<file path="src/rtl/fc_pkg.sv">
// Shared definitions for the fully-connected layer engine: FSM encoding,
// default geometry and the ceil-div / requantise helpers.
package fc_pkg;

    localparam int FC_DATA_WIDTH   = 8;
    localparam int FC_WEIGHT_WIDTH = 4;
    localparam int FC_PAR          = 20;
    localparam int FC_ACC_WIDTH    = 24;
    localparam int FC_LEN_WIDTH    = 16;

    typedef enum logic [1:0] {
        ST_IDLE  = 2'd0,
        ST_RUN   = 2'd1,
        ST_DRAIN = 2'd2,
        ST_DONE  = 2'd3
    } fc_state_t;

    // Number of PAR-lane words needed to cover len elements.
    function automatic logic [FC_LEN_WIDTH-1:0] ceil_div(input logic [FC_LEN_WIDTH-1:0] len);
        logic [FC_LEN_WIDTH:0] t;
        t = {1'b0, len} + (FC_LEN_WIDTH+1)'(FC_PAR - 1);
        return FC_LEN_WIDTH'(t / (FC_LEN_WIDTH+1)'(FC_PAR));
    endfunction

    // Round-half-up arithmetic shift, optional ReLU, saturate to DATA_WIDTH.
    function automatic logic signed [FC_DATA_WIDTH-1:0] requant(
        input logic signed [FC_ACC_WIDTH-1:0] acc,
        input logic [3:0]                     sh,
        input logic                           relu
    );
        logic signed [FC_ACC_WIDTH:0] ext;
        logic signed [FC_ACC_WIDTH:0] rnd;
        logic signed [FC_ACC_WIDTH:0] r;
        logic signed [FC_ACC_WIDTH:0] smax;
        logic signed [FC_ACC_WIDTH:0] smin;
        ext  = {acc[FC_ACC_WIDTH-1], acc};
        rnd  = '0;
        if (sh != 4'd0) begin
            rnd[sh - 4'd1] = 1'b1;
        end else begin
            rnd = '0;
        end
        r    = (ext + rnd) >>> sh;
        smax = {{(FC_ACC_WIDTH-FC_DATA_WIDTH+2){1'b0}}, {(FC_DATA_WIDTH-1){1'b1}}};
        smin = ~smax;
        if (relu && r[FC_ACC_WIDTH]) begin
            r = '0;
        end else if (r > smax) begin
            r = smax;
        end else if (r < smin) begin
            r = smin;
        end else begin
            r = r;
        end
        return r[FC_DATA_WIDTH-1:0];
    endfunction

endpackage

</file>
<file path="src/rtl/fc_dot_lane_array.sv">
// PAR signed multipliers summed into one ACC_WIDTH partial; masked lanes add 0.
module fc_dot_lane_array
    import fc_pkg::*;
#(
    parameter int DATA_WIDTH   = FC_DATA_WIDTH,
    parameter int WEIGHT_WIDTH = FC_WEIGHT_WIDTH,
    parameter int PAR          = FC_PAR,
    parameter int ACC_WIDTH    = FC_ACC_WIDTH
) (
    input  logic [PAR*DATA_WIDTH-1:0]   i_act,
    input  logic [PAR*WEIGHT_WIDTH-1:0] i_weight,
    input  logic [PAR-1:0]              i_mask,
    output logic signed [ACC_WIDTH-1:0] o_sum
);

    localparam int PW = DATA_WIDTH + WEIGHT_WIDTH;

    logic signed [PW-1:0]        w_raw  [PAR];
    logic signed [PW-1:0]        w_prod [PAR];
    logic signed [ACC_WIDTH-1:0] w_sum;

    genvar g;
    generate
        for (g = 0; g < PAR; g++) begin : g_lane
            assign w_raw[g]  = $signed(i_act[g*DATA_WIDTH +: DATA_WIDTH])
                             * $signed(i_weight[g*WEIGHT_WIDTH +: WEIGHT_WIDTH]);
            assign w_prod[g] = i_mask[g] ? w_raw[g] : '0;
        end
    endgenerate

    // Sign-extend each lane product and reduce across all lanes.
    always_comb begin
        w_sum = '0;
        for (int i = 0; i < PAR; i++) begin
            w_sum = w_sum + {{(ACC_WIDTH-PW){w_prod[i][PW-1]}}, w_prod[i]};
        end
    end

    assign o_sum = w_sum;

endmodule

</file>
<file path="src/rtl/fc_layer_engine.sv">
// Run-time configurable FC layer: streams one act/weight word per cycle,
// accumulates per neuron, requantises and writes one neuron per output write.
module fc_layer_engine
    import fc_pkg::*;
#(
    parameter int DATA_WIDTH        = FC_DATA_WIDTH,
    parameter int WEIGHT_WIDTH      = FC_WEIGHT_WIDTH,
    parameter int PAR               = FC_PAR,
    parameter int ACC_WIDTH         = FC_ACC_WIDTH,
    parameter int LEN_WIDTH         = FC_LEN_WIDTH,
    parameter int ACT_ADDR_WIDTH    = 10,
    parameter int WEIGHT_ADDR_WIDTH = 15,
    parameter int OUT_ADDR_WIDTH    = 10
) (
    input  logic                           clk,
    input  logic                           srst,
    input  logic                           start,
    input  logic [LEN_WIDTH-1:0]           in_len,
    input  logic [OUT_ADDR_WIDTH-1:0]      out_len,
    input  logic [WEIGHT_ADDR_WIDTH-1:0]   weight_base,
    input  logic [OUT_ADDR_WIDTH-1:0]      out_base,
    input  logic                           relu_en,
    input  logic [3:0]                     shift,
    output logic [ACT_ADDR_WIDTH-1:0]      act_raddr,
    input  logic [PAR*DATA_WIDTH-1:0]      act_rdata,
    output logic [WEIGHT_ADDR_WIDTH-1:0]   weight_raddr,
    input  logic [PAR*WEIGHT_WIDTH-1:0]    weight_rdata,
    output logic                           out_we,
    output logic [OUT_ADDR_WIDTH-1:0]      out_waddr,
    output logic [DATA_WIDTH-1:0]          out_wdata,
    output logic                           busy,
    output logic                           done
);

    fc_state_t                   r_state;
    logic [LEN_WIDTH-1:0]        r_k_cnt, r_k, r_tail;
    logic [OUT_ADDR_WIDTH-1:0]   r_out_len, r_n, r_out_ptr;
    logic [3:0]                  r_shift;
    logic                        r_relu, r_zero;
    // r_a_* describe the address currently driven, r_d_* the data now arriving.
    logic                        r_a_valid, r_a_first, r_a_last, r_a_final;
    logic                        r_d_valid, r_d_first, r_d_last, r_d_final, r_fin_w;
    logic signed [ACC_WIDTH-1:0] r_acc;

    logic signed [ACC_WIDTH-1:0] w_partial, w_acc_sum;
    logic [PAR-1:0]              w_mask;
    logic [LEN_WIDTH-1:0]        w_k_start, w_tail, w_k_nxt;
    logic                        w_zero;

    assign w_k_start = ceil_div(in_len);
    assign w_tail    = in_len - (w_k_start - LEN_WIDTH'(1)) * LEN_WIDTH'(PAR);
    assign w_zero    = (in_len == '0) || (out_len == '0);
    assign w_k_nxt   = r_k + LEN_WIDTH'(1);
    assign w_acc_sum = r_d_first ? w_partial : (r_acc + w_partial);

    // Lanes past in_len on the final word of a neuron contribute nothing.
    always_comb begin
        w_mask = '0;
        for (int i = 0; i < PAR; i++) begin
            w_mask[i] = !r_d_last || (LEN_WIDTH'(i) < r_tail);
        end
    end

    fc_dot_lane_array #(
        .DATA_WIDTH   (DATA_WIDTH),
        .WEIGHT_WIDTH (WEIGHT_WIDTH),
        .PAR          (PAR),
        .ACC_WIDTH    (ACC_WIDTH)
    ) u_lanes (
        .i_act    (act_rdata),
        .i_weight (weight_rdata),
        .i_mask   (w_mask),
        .o_sum    (w_partial)
    );

    // Control FSM: config latch, address sequencing, busy/done.
    always_ff @(posedge clk) begin
        if (srst) begin
            r_state      <= ST_IDLE;
            busy         <= 1'b0;
            done         <= 1'b0;
            act_raddr    <= '0;
            weight_raddr <= '0;
            r_k_cnt      <= '0;
            r_k          <= '0;
            r_tail       <= '0;
            r_out_len    <= '0;
            r_n          <= '0;
            r_shift      <= 4'd0;
            r_relu       <= 1'b0;
            r_zero       <= 1'b0;
            r_a_valid    <= 1'b0;
            r_a_first    <= 1'b0;
            r_a_last     <= 1'b0;
            r_a_final    <= 1'b0;
        end else begin
            case (r_state)
                ST_IDLE: begin
                    done <= 1'b0;
                    if (start) begin
                        busy    <= 1'b1;
                        r_shift <= shift;
                        r_relu  <= relu_en;
                        if (w_zero) begin
                            r_zero  <= 1'b1;
                            r_state <= ST_DRAIN;
                        end else begin
                            r_state      <= ST_RUN;
                            r_k_cnt      <= w_k_start;
                            r_tail       <= w_tail;
                            r_out_len    <= out_len;
                            r_k          <= '0;
                            r_n          <= '0;
                            act_raddr    <= '0;
                            weight_raddr <= weight_base;
                            r_a_valid    <= 1'b1;
                            r_a_first    <= 1'b1;
                            r_a_last     <= (w_k_start == LEN_WIDTH'(1));
                            r_a_final    <= (w_k_start == LEN_WIDTH'(1)) && (out_len == OUT_ADDR_WIDTH'(1));
                        end
                    end else begin
                        r_state <= ST_IDLE;
                    end
                end
                ST_RUN: begin
                    if (r_a_last) begin
                        if (r_a_final) begin
                            r_state   <= ST_DRAIN;
                            r_a_valid <= 1'b0;
                            r_a_first <= 1'b0;
                            r_a_last  <= 1'b0;
                            r_a_final <= 1'b0;
                        end else begin
                            r_n          <= r_n + OUT_ADDR_WIDTH'(1);
                            r_k          <= '0;
                            act_raddr    <= '0;
                            weight_raddr <= weight_raddr + WEIGHT_ADDR_WIDTH'(1);
                            r_a_first    <= 1'b1;
                            r_a_last     <= (r_k_cnt == LEN_WIDTH'(1));
                            r_a_final    <= (r_k_cnt == LEN_WIDTH'(1))
                                         && (r_n + OUT_ADDR_WIDTH'(1) == r_out_len - OUT_ADDR_WIDTH'(1));
                        end
                    end else begin
                        r_k          <= w_k_nxt;
                        act_raddr    <= ACT_ADDR_WIDTH'(w_k_nxt);
                        weight_raddr <= weight_raddr + WEIGHT_ADDR_WIDTH'(1);
                        r_a_first    <= 1'b0;
                        r_a_last     <= (w_k_nxt == r_k_cnt - LEN_WIDTH'(1));
                        r_a_final    <= (w_k_nxt == r_k_cnt - LEN_WIDTH'(1))
                                     && (r_n == r_out_len - OUT_ADDR_WIDTH'(1));
                    end
                end
                ST_DRAIN: begin
                    if (r_fin_w || r_zero) begin
                        r_state <= ST_DONE;
                        done    <= 1'b1;
                        busy    <= 1'b0;
                        r_zero  <= 1'b0;
                    end else begin
                        r_state <= ST_DRAIN;
                    end
                end
                ST_DONE: begin
                    done    <= 1'b0;
                    r_state <= ST_IDLE;
                end
                default: begin
                    r_state <= ST_IDLE;
                end
            endcase
        end
    end

    // Datapath: accumulate arriving words, requantise and write on each neuron's last word.
    always_ff @(posedge clk) begin
        if (srst) begin
            r_d_valid <= 1'b0;
            r_d_first <= 1'b0;
            r_d_last  <= 1'b0;
            r_d_final <= 1'b0;
            r_fin_w   <= 1'b0;
            r_acc     <= '0;
            r_out_ptr <= '0;
            out_we    <= 1'b0;
            out_waddr <= '0;
            out_wdata <= '0;
        end else begin
            r_d_valid <= r_a_valid;
            r_d_first <= r_a_first;
            r_d_last  <= r_a_last;
            r_d_final <= r_a_final;
            if ((r_state == ST_IDLE) && start) begin
                r_out_ptr <= out_base;
            end else if (r_d_valid && r_d_last) begin
                r_out_ptr <= r_out_ptr + OUT_ADDR_WIDTH'(1);
            end else begin
                r_out_ptr <= r_out_ptr;
            end
            if (r_d_valid) begin
                r_acc <= w_acc_sum;
            end else begin
                r_acc <= r_acc;
            end
            if (r_d_valid && r_d_last) begin
                out_we    <= 1'b1;
                out_waddr <= r_out_ptr;
                out_wdata <= requant(w_acc_sum, r_shift, r_relu);
                r_fin_w   <= r_d_final;
            end else begin
                out_we    <= 1'b0;
                r_fin_w   <= 1'b0;
            end
        end
    end

endmodule
</file>
<file path="config.mk">
export PLATFORM = sky130hd
export DESIGN_NAME = fc_layer_engine
export DESIGN_NICKNAME = d
export VERILOG_FILES = /design/src/rtl/fc_pkg.sv /design/src/rtl/fc_dot_lane_array.sv /design/src/rtl/fc_layer_engine.sv
export SDC_FILE = /design/constraint.sdc
export NUM_CORES = 2
export LEC_CHECK = 0
export BUFFER_PORTS_ARGS = -buffer_cell sky130_fd_sc_hd__buf_2
export CORE_MARGIN = 1.5
export CORE_UTILIZATION = 40
export CTS_BUF_LIST = sky130_fd_sc_hd__clkbuf_2 sky130_fd_sc_hd__clkbuf_4 sky130_fd_sc_hd__clkbuf_8
export DETAILED_ROUTE_END_ITERATION = 6
export GPL_ROUTABILITY_DRIVEN = 0
export MAX_ROUTING_LAYER = met4
export SETUP_SLACK_MARGIN = 0.3
export SLEW_MARGIN = 20
export SYNTH_ARGS = -nofsm -noshare
export SYNTH_HDL_FRONTEND = slang
export SYNTH_SLANG_ARGS = --single-unit
</file>
<file path="constraint.sdc">
create_clock -name clk -period 26.2 [get_ports clk]
set_input_delay 5.24 -clock clk [delete_from_list [all_inputs] [get_ports clk]]
set_output_delay 5.24 -clock clk [all_outputs]
set_load 0.05 [all_outputs]
</file>
==> out/results.ini <==
[floorplanning]
ioPinCount = 345
die_w_um = 328.3
die-area_um2 = 107800
die_y_um = 328.3
rows = 119
coreArea_um2 = 105100
initial_core_util_pct = 40.27

[detailed_routing]
drt-total-wl_um = 115600
drtIter0Drc = 1981
routedWlPerCell_um = 17.00
firstDrtPassIters = 6
drc = 0
vias = 35430
routed_via_density = 5.210
ant_nets = 0

[worst_setup_path]
start_kind = input port
path_common_cell = fa_1
cp-end-kind = flip-flop
crit_fanout = 7
cp.required_ns = 26.61
cp.depth = 50
worstPathArrival_ns = 19.38
cpPeakStageDelay_ns = 0.78
reg2reg_depth = 51
critPathTopFamily = adder cells
r2r_start = r_tail[5]
r2r_setup_slack_ns = 11.38
cpMaxStageDelayCell = o31ai_1
critPathKind = input port to flip-flop
startpoint = act_rdata[0]
worst-path-buf-inv = 4

[grt]
grtUsageMet3_pct = 3.697
grt_use_met2_pct = 35.68
antenna_found_initial = 45
gr-usage-met1_pct = 29.26
grt_max_degree = 63
grt_pass1_vias = 35450
grt_use_total_pct = 22.10
grt_first_pass_wirelength_um = 187600
gr-total-overflow = 0
busiest_layer = met2

[worst_hold_path]
min_from = r_d_final
holdPathStages = 1
hold_class = flip-flop to flip-flop

[timing]
hold_violations = 0
rsz0062_at_grt = false
min_period_ns = 18.97
tightestPinTransition_ns = 1.127
skew_ns = 0.01419
finalSetupViolations = 0
fmax_mhz = 52.71
slew_headroom_pct = 24.84
setup_ws_ns = 7.230
fin_crit_sh_pct = 72.40
maxSlewViolCount = 0
fin_tns_setup_ns = 0

[cts]
cts.sinks = 152
htree_levels = 4
hold_buffers = 0
clockBufferDepth = 2
cts_setup_buffers = 0
cts_tree = built
clk_latency_ns = 0.49
cts-root-buf = clkbuf_8
cts-resized-gates = 0
cts.reportedPaths.clkPinSlew_ns = 0.09
numCtsBuffers = 17

[logic_synthesis]
synthArstFlopShare_pct = 0
synth_top_cell_by_area = fa_1
synth_fp_nets = 6522
synth_edf_count = 0
postSynthCellCount = 5132
synth.top_cell.area_share_pct = 26.77
syn_area_per_cell_um2 = 8.249
synth_area_leaders = fa_1, ha_1, dfxtp_1
synth_cell_types = 101
yosys_warnings = 0
syn_area_um2 = 42330
ys_seq_area_share_pct = 7.188
ys_ff_latch = 152
synthFlopType = dfxtp_1

[finish]
synthToLayoutAreaGrowth_pct = 8.060
layout-drive-gt1-share_pct = 8.493
instances_no_fill = 6800
fill_cells = 10750
mostFrequentLayoutCells = inv_1, nand2_1, fa_1
finalNetCount = 6746
mostFrequentLayoutCell = inv_1

[placement]
hpwl_um = 99820
pre_cts_ws_ns = 6.927
dp_cells = 6728
io_buffers = 344

[run]
cap_viol_max_count = 0

[outcome]
outcome = complete, no violations

layer usage:
metal,share of wire (%),vias up
met1,45,17170
li1,-,17350
met3,6.1,92
met5,0,-
met2,47,813
met4,1.5,0
cell usage after synthesis, types with 15 or more instances:
library cell and number:
inv_1 716, nand2_1 665, fa_1 566, ha_1 525, xnor2_1 294, nor2_1 292
a21oi_1 285, and2_1 206, nand2b_1 164, dfxtp_1 152, o21ai_0 136, clkbuf_1 127
xor2_1 111, a21o_1 103, o21bai_1 80, nand3_1 67, a211oi_1 52, nor3_1 49
mux2i_1 42, nor2b_1 42, and3_1 40, nand4_1 30, o211ai_1 24, or3_1 22
nor3b_1 21, nor4_1 18, o22ai_1 18, a31oi_1 16, o21a_1 16, mux2_2 15
state kept, by name (all words and copies together) (netlist names), 2 cells and up:
register      flops
out_waddr        10
r_n              10
weight_raddr     15
r_k               7
r_shift           4
r_out_ptr        10
r_k_cnt          13
out_wdata         8
r_tail           16
r_acc            24
r_state           2
r_out_len        10
act_raddr         9
cell families (layout without fill, tap and decap cells):
kind of cell | after synthesis | after routing | synth area share [%]
AOI/OAI and AO/OA | 884 | 884 | 13.70
xor gates and xnor gates | 406 | 406 | 8.418
adders and majority gates | 1092 | 1092 | 42.31
buffers and inverters | 882 | 1119 | 8.019
DFF | 152 | 152 | 7.188
muxes | 62 | 62 | 1.640
other | 1 | 41 | 0.008859
and+or+nand+nor | 1653 | 1653 | 18.72
final timing paths:
kind	to
worst max-delay path	out_wdata[6]
worst min register to register	r_fin_w
worst min-delay path	r_fin_w
worst max register to register	out_wdata[6]
metrics by stage:
stage | cell area [um^2] | utilization [%] | hold slack (ns)
after global placement | 45280 | 43.08 | 0.4224
after floorplan | 42330 | - | 0.4057
final | 45740 | 43.52 | 0.4454
after detailed placement | 45280 | 43.08 | 0.4196
after CTS | 45640 | 43.42 | 0.4484
after global routing | 45740 | 43.51 | 0.4703
final cells by class:
| type | count | area, um^2 | share of cell area [%] |
|---|---|---|---|
| sequential | 152 | 3043 | 6.652 |
| tap | 1391 | 1740 | 3.805 |
| timing repair buffer | 366 | 1889 | 4.130 |
| multi-input combinational | 4098 | 35910 | 78.49 |
| clock buffer | 21 | 270.3 | 0.5908 |
| inverter | 721 | 2706 | 5.916 |
| clock inverter | 11 | 88.84 | 0.1942 |
| antenna | 40 | 100.1 | 0.2188 |
Power is left out: the tool's default activity adds up to more than one toggle a clock period on the data nets, which glitch-free logic cannot reach.
